File: src/rtl/ft232h_recv_cmd.sv
// ft232h_recv_cmd: FT232H 245-sync RX path; drains host bytes into a local FIFO and parses A5 command frames.
// Define RX_CHKSUM_EN to require a trailing XOR checksum byte per frame.
module ft232h_recv_cmd #(
    parameter int         FIFO_DEPTH  = 16,
    parameter logic [7:0] HDR_BYTE    = 8'hA5,
    parameter int         TIMEOUT_CYC = 60000
) (
    input  logic        clk_i,
    input  logic        rst_n_i,
    input  logic        ft_rxf_i,
    input  logic [7:0]  ft_adbus_i,
    output logic        ft_oe_o,
    output logic        ft_rd_o,
    input  logic        tx_active_i,
    output logic        rx_busy_o,
    output logic        cmd_valid_o,
    input  logic        cmd_ready_i,
    output logic [7:0]  cmd_addr_o,
    output logic [15:0] cmd_data_o,
    output logic [7:0]  err_cnt_o
);
    localparam int AW = $clog2(FIFO_DEPTH);
    localparam int TW = $clog2(TIMEOUT_CYC + 1);

    typedef enum logic [1:0] {B_IDLE, B_OE_ON, B_READ, B_OE_OFF} bus_t;
    typedef enum logic [2:0] {
        P_HDR, P_ADDR, P_DH, P_DL,
`ifdef RX_CHKSUM_EN
        P_CHK,
`endif
        P_OUT
    } par_t;

    bus_t          bus_st;
    par_t          par_st;
    logic [7:0]    mem [FIFO_DEPTH];
    logic [AW:0]   wr_ptr, rd_ptr, cnt, free;
    logic [TW-1:0] tmo;
    logic          full, empty, room, push, pop;
    logic [7:0]    byte_in;

    assign cnt     = wr_ptr - rd_ptr;
    assign free    = (AW+1)'(FIFO_DEPTH) - cnt;
    assign room    = free >= (AW+1)'(3);
    assign empty   = wr_ptr == rd_ptr;
    assign full    = (wr_ptr[AW] != rd_ptr[AW]) && (wr_ptr[AW-1:0] == rd_ptr[AW-1:0]);
    assign push    = !ft_rd_o && !ft_rxf_i && !full;
    assign pop     = !empty && par_st != P_OUT;
    assign byte_in = mem[rd_ptr[AW-1:0]];

    always_ff @(posedge clk_i) begin
        if (push) mem[wr_ptr[AW-1:0]] <= ft_adbus_i;
    end

    always_ff @(posedge clk_i or negedge rst_n_i) begin
        if (!rst_n_i) begin
            wr_ptr <= '0;
            rd_ptr <= '0;
        end else begin
            wr_ptr <= wr_ptr + (AW+1)'(push);
            rd_ptr <= rd_ptr + (AW+1)'(pop);
        end
    end

    // The free>=3 margin absorbs the one extra byte taken while RD# is being released.
    always_ff @(posedge clk_i or negedge rst_n_i) begin
        if (!rst_n_i) begin
            bus_st    <= B_IDLE;
            ft_oe_o   <= 1'b1;
            ft_rd_o   <= 1'b1;
            rx_busy_o <= 1'b0;
        end else begin
            case (bus_st)
                B_IDLE: if (!ft_rxf_i && !tx_active_i && room) begin
                    bus_st    <= B_OE_ON;
                    ft_oe_o   <= 1'b0;
                    rx_busy_o <= 1'b1;
                end
                B_OE_ON: begin
                    bus_st  <= B_READ;
                    ft_rd_o <= 1'b0;
                end
                B_READ: if (ft_rxf_i || !room) begin
                    bus_st  <= B_OE_OFF;
                    ft_rd_o <= 1'b1;
                end
                B_OE_OFF: begin
                    bus_st    <= B_IDLE;
                    ft_oe_o   <= 1'b1;
                    rx_busy_o <= 1'b0;
                end
            endcase
        end
    end

    always_ff @(posedge clk_i or negedge rst_n_i) begin
        if (!rst_n_i) begin
            par_st      <= P_HDR;
            cmd_valid_o <= 1'b0;
            cmd_addr_o  <= '0;
            cmd_data_o  <= '0;
            err_cnt_o   <= '0;
            tmo         <= '0;
        end else begin
            tmo <= (pop || par_st == P_HDR || par_st == P_OUT) ? '0 : tmo + 1'b1;
            if (pop) begin
                case (par_st)
                    P_HDR:  if (byte_in == HDR_BYTE) par_st <= P_ADDR;
                    P_ADDR: begin
                        cmd_addr_o <= byte_in;
                        par_st     <= P_DH;
                    end
                    P_DH: begin
                        cmd_data_o[15:8] <= byte_in;
                        par_st           <= P_DL;
                    end
                    P_DL: begin
                        cmd_data_o[7:0] <= byte_in;
`ifdef RX_CHKSUM_EN
                        par_st <= P_CHK;
`else
                        par_st      <= P_OUT;
                        cmd_valid_o <= 1'b1;
`endif
                    end
`ifdef RX_CHKSUM_EN
                    P_CHK: if (byte_in == (cmd_addr_o ^ cmd_data_o[15:8] ^ cmd_data_o[7:0])) begin
                        par_st      <= P_OUT;
                        cmd_valid_o <= 1'b1;
                    end else begin
                        par_st    <= P_HDR;
                        err_cnt_o <= err_cnt_o + {7'd0, err_cnt_o != 8'hFF};
                    end
`endif
                    default: ;
                endcase
            end else if (par_st == P_OUT) begin
                if (cmd_ready_i) begin
                    cmd_valid_o <= 1'b0;
                    par_st      <= P_HDR;
                end
            end else if (par_st != P_HDR && tmo == TW'(TIMEOUT_CYC - 1)) begin
                par_st    <= P_HDR;
                err_cnt_o <= err_cnt_o + {7'd0, err_cnt_o != 8'hFF};
            end
        end
    end
endmodule

File: config.mk
export PLATFORM = sky130hd
export DESIGN_NAME = ft232h_recv_cmd
export DESIGN_NICKNAME = d
export VERILOG_FILES = /design/src/rtl/ft232h_recv_cmd.sv
export SDC_FILE = /design/constraint.sdc
export NUM_CORES = 1
export LEC_CHECK = 0
export CAP_MARGIN = 20
export CORE_ASPECT_RATIO = 1.75
export CORE_MARGIN = 5
export CORE_UTILIZATION = 50
export DETAILED_ROUTE_END_ITERATION = 7
export PLACE_DENSITY = 0.69
export SLEW_MARGIN = 40
export SYNTH_ARGS = -nofsm -noshare
export SYNTH_HDL_FRONTEND = slang
export SYNTH_SLANG_ARGS = --single-unit
File: constraint.sdc
create_clock -name clk_i -period 5.3 [get_ports clk_i]
set_input_delay 1.06 -clock clk_i [delete_from_list [all_inputs] [get_ports clk_i]]
set_output_delay 1.06 -clock clk_i [all_outputs]
set_load 0.01 [all_outputs]
# Word-level counts from Yosys, hierarchy flattened
# Memories as Yosys holds them, arrays and structs flattened.
# Index checks and enable logic that the tools add are counted.
dict set report word_totals {
  ramBits 128
  memories 1
  register_bits 67
  elab_cells 98
}
dict set report op_classes {
  n_reduce_logical 33
  muxes 22
  magnitude_cmp 1
  n_eq_ne 20
  n_bitwise 2
  n_addsub 6
}
# name words width read_ports rd_ports_with_merged_regs write_ports line_no
set memory_table {}
lappend memory_table {mem 16 8 1 0 1 36} ;# logic [7:0] mem [FIFO_DEPTH];
# operator n
set op_table {}
lappend op_table {{16-bit by 1-bit adder with 16-bit output (second input constant)} 1}
lappend op_table {{16-bit equality test (second input constant)} 1}
lappend op_table {{16-bit two-way mux} 1}
lappend op_table {{3-bit two-way mux} 5}
lappend op_table {{3-bit case mux with 4 select lines} 1}
lappend op_table {{2-bit AND reduction} 6}
lappend op_table {{5-bit by 1-bit adder with 5-bit output} 2}
lappend op_table {{1-bit two-way mux} 9}
lappend op_table {{8-bit by 1-bit adder with 8-bit output} 1}
lappend op_table {{8-bit equality test (second input constant)} 1}
lappend op_table {{8-bit != test (second input constant)} 1}
lappend op_table {{2-bit case mux with 4 select lines} 1}
lappend op_table {{2-bit nonzero test} 4}
lappend op_table {{1-bit logical AND} 7}
lappend op_table {{3-bit by 2-bit equality test with 1-bit output (second input constant)} 2}
lappend op_table {{1-bit logical NOT} 6}
lappend op_table {{3-bit != test (second input constant)} 2}
lappend op_table {{1-bit case mux with 2 select lines} 3}
lappend op_table {{3-bit AND reduction} 2}
lappend op_table {{3-bit nonzero test} 2}
lappend op_table {{5-bit equality test} 1}
lappend op_table {{5-bit by 2-bit >= comparator with 1-bit output (second input constant)} 1}
lappend op_table {{5-bit by 1-bit != test with 1-bit output (second input constant)} 1}
lappend op_table {{5-bit subtractor} 1}
lappend op_table {{other kinds (16)} 22}

# Logic depth before layout (Yosys ltp)
dict set report logic_depth {
  depth_word 7
  depth_mapped 13
}

# Least setup slack after synthesis
# No wires, ideal clock.
dict set report synth_timing {
  kind {register -> register}
  from {reg rd_ptr[0]}
  to {mem mem[0][0] (enable)}
  required_time_ns 4.917
  path_buffers 3
  path_slack_ns 2.398
  period_less_slack_ns 2.902
  t_arrival_ns 2.518
  stages_incl_launch_ff 10
  path_cell_list {dfrtp_1 > buf_4 > buf_6 > buf_6 > inv_1 > ha_1 > and4_1 > a211oi_1 > nand3_1 > nor3_1}
}
dict set report synth_via {
  elab_chain_cells 6
}
# element line_no
set synth_lines {}
lappend synth_lines {{start, declared} 37} ;# logic [AW:0] wr_ptr, rd_ptr, cnt, free;
lappend synth_lines {{start signal, assigned} 61} ;# rd_ptr <= rd_ptr + (AW+1)'(pop);
lappend synth_lines {{4-bit equality test} 46} ;# assign full = (wr_ptr[AW] != rd_ptr[AW]) && (wr_ptr[AW-1:0] == rd_ptr[AW-1:0]);
lappend synth_lines {{1-bit logical AND} 46}
lappend synth_lines {{1-bit logical NOT} 47} ;# assign push = !ft_rd_o && !ft_rxf_i && !full;
lappend synth_lines {{1-bit logical AND} 47}
lappend synth_lines {{1-bit two-way mux} 52} ;# if (push) mem[wr_ptr[AW-1:0]] <= ft_adbus_i;
lappend synth_lines {{1-bit two-way mux (not written as such)} 52}
lappend synth_lines {{end, declared} 36}
# Every way passes these cells.

# Final worst setup path
dict set report layout_timing {
  from {reg wr_ptr[2]}
  to {mem mem[6][2] (enable)}
}
dict set report layout_via {
  elab_chain_cells 6
}
# element line_no
set layout_lines {}
lappend layout_lines {{start, declared} 37}
lappend layout_lines {{start signal, assigned} 60} ;# wr_ptr <= wr_ptr + (AW+1)'(push);
lappend layout_lines {{4-bit equality test} 46}
lappend layout_lines {{1-bit logical AND} 46}
lappend layout_lines {{1-bit logical NOT} 47}
lappend layout_lines {{1-bit logical AND} 47}
lappend layout_lines {{1-bit two-way mux} 52}
lappend layout_lines {{1-bit two-way mux (not written as such)} 52}
# Parallel ways exist; a longest one is shown, timed or not.

==> results.cfg <==
[status]
status = completed

[logic_synthesis]
avgSynthCellArea_um2 = 15.7
synth_simple_gate_area_share_pct = 6.55
yosys.area_share.adder_pct = 2.85
synth-compound-area-share_pct = 5.21
synth-xor-area-share_pct = 3.31
synth-main-ff-cell = edfxtp_1
synth_nets = 550
synthArstFlopShare_pct = 34.4
syn_inst = 519
synth_edf_count = 128
seq_area_frac_synth_pct = 67.7
synth_top_family_by_area = multiplexers
synth_area_mm2 = 0.00816
yosys_warnings = 0
synth.mux.area_fraction_pct = 12.1
ys_ff_latch = 195
yosysUniqueCellTypes = 48

[power_and_ir_drop]
p_per_area_mw_per_mm2 = 556
max-vdd-ir-drop_uv = 242
p_leak_nw = 3.45
power_w = 0.00521

[global_route]
grt_pass1_wl_um = 26100
grt_overflow = 0
antenna_found_initial = 0
grt_usage_pct = 18.6
grt_max_degree = 68
grt_pass1_vias = 4651

[clock_tree]
post_cts_resized = 0
cts_tree = built
htree_levels = 4
clk_path_buf_depth = 2
post_cts_buffers = 0
cts_sinks = 195
cts_root_buffer = clkbuf_16
ctsHoldBuffers = 0
cts_buffers = 17
clkTransAtPathRegs_ns = 0.07
clk_latency_ns = 0.43

[worst_setup_path]
cp.arrival_ns = 3.32
r2r-start = wr_ptr[2]
ff2ff_setup_slack_ns = 2.04
r2r_end = mem[6][2]
cp.required_ns = 5.36
crit_path_end = mem[6][2]
startpoint = wr_ptr[2]
cp_max_fo = 10
r2r_cells = 6
critPathLaunchType = flip-flop
cp-end-kind = flip-flop
path_class = reg2reg

[cells_and_area]
drive_gt1_share_pct = 16.0
nets = 599
diodes = 0
area_growth_pct = 14.9
post-route-util_pct = 58.8
final_area_mm2 = 0.00938

[drt]
wl_met1_um = 6380
drtIter0Drc = 316
finalWirelength_um = 16900
drt_first_pass_iters = 5
drtAntennaViolNets = 0
avgViaCountPerCell = 5.88
routed-via-count = 4531
top_layer_used = met4
wl_met2_um = 9560
wl_met3_um = 534
drc = 0
wl_per_cell_um = 21.9

[placement]
place_hpwl_um = 11700
port_buffers = 48
gp_congestion = 0.842
dpl_cell_area_mm2 = 0.00877
place_ws_ns = 1.74

[floorplanning]
dieWidth_um = 107
num_io_pins = 49
design.die.area_mm2 = 0.0191
die_h_um = 179
row_count = 61
initial_core_util_pct = 51.1
core-area_mm2 = 0.0160

[sta]
tightest_slew_ns = 0.811
hold_viol_final = 0
fin_crit_ns = 3.26
post-route-period-util_pct = 61.5
max_freq_mhz = 307
drv_slew = 0
worst_slack_ns = 2.04
max_slew_margin_pct = 45.7
fin_worst_skew_ns = 0.0110
fin_tns_setup_ns = 0
rsz0062_at_grt = false
setup_viol = 0

[job]
cap_viol_max_count = 0

[hold_path]
hold_path_class = reg2reg
[worst min-delay path by stage]
| stage | slack [ns] | endpoint | cells after the start | start |
|---|---|---|---|---|
| global placement | 0.47 | tmo[0] | 1 | tmo[0] |
| finish | 0.50 | tmo[0] | 1 | tmo[0] |
| global route | 0.52 | err_cnt_o[6] | 1 | err_cnt_o[6] |
| floorplan | 0.45 | tmo[0] | 1 | tmo[0] |
| CTS | 0.50 | tmo[0] | 1 | tmo[0] |
| detailed placement | 0.49 | tmo[0] | 1 | tmo[0] |
[metal layers]
metal	up-vias	global-route usage, %
met1	2329	21.1
met3	24	3.17
li1	2073	-
met2	105	34.5
met4	0	7.36
met5	-	0
[cell families (layout without fill, tap and decap cells)]
family | Yosys count | count (layout)
flops | 195 | 195
simple gates | 106 | 106
mux | 75 | 75
compound gates | 61 | 61
buf+inv | 34 | 96
xor+xnor | 30 | 30
fa+ha+maj | 18 | 18
[critical path, cell delays in order (launching register included)]
cell and delay [ns]:
dfrtp_1 0.61, inv_1 0.13, ha_1 0.39, and4_1 0.18
a211oi_1 0.54, nand3_1 0.40, nor2_1 0.64
[cells in the final DEF, fill, tap and decap left out, types with 4 or more instances in the layout]
master           Yosys  routed
nand2_1             21      21
clkbuf_16            0      17
nor3_2               0       4
and3_1               5       5
ha_1                17      17
mux2_2              27      27
inv_1               14      14
o22ai_1              4       4
inv_8                0       5
a221oi_1            16      16
nand4_1              7       7
mux4_2              16      16
xnor2_1             17      17
clkdlybuf4s50_1      0      47
nor2_1              34      34
nand3_1             16      16
a22oi_1              8       8
a21oi_1             10      10
edfxtp_1           128     128
mux2i_1             32      32
o21ai_0             12      12
xor2_1              12      12
dfrtp_1             65      63
[state kept, by name (all words and copies together) (netlist names), 2 cells and up]
signal,count
rd_ptr,5
cmd_addr_o,8
bus_st,2
err_cnt_o,8
tmo,16
wr_ptr,5
par_st,3
mem,128
cmd_data_o,16
[synth_stat cells (14+ instances only)]
cell / n / area, µm²
nor2_1: 34 / 128
a221oi_1: 16 / 140
ha_1: 17 / 213
nand2_1: 21 / 78.8
dfrtp_1: 65 / 1630
mux4_2: 16 / 360
inv_1: 14 / 52.6
xnor2_1: 17 / 149
mux2_2: 27 / 304
edfxtp_1: 128 / 3840
nand3_1: 16 / 80.1
mux2i_1: 32 / 320
[cell type report]
class,instances,area [µm²]
fill,1186,6580
clock buffer,17,425
clock inverter,15,163
inverter,14,52.6
timing repair buffer,50,498
sequential,195,5530
tap,189,236
multi-input combinational,290,2480
[power by group]
| part | switching, W | internal (W) | total, W |
|---|---|---|---|
| logic | 0.000990 | 0.000845 | 0.00184 |
| clock network | 0.000600 | 0.000672 | 0.00127 |
| registers | 0.000219 | 0.00189 | 0.00211 |
| total | 0.00181 | 0.00341 | 0.00521 |
[per-stage QoR]
step / instances / hold WS [ns]
after floorplan: 519 / 0.455
after global placement: 738 / 0.470
after detailed placement: 738 / 0.491
after CTS: 770 / 0.501
after global routing: 770 / 0.520
final: 770 / 0.500
Power figures use the tool's default switching activity.
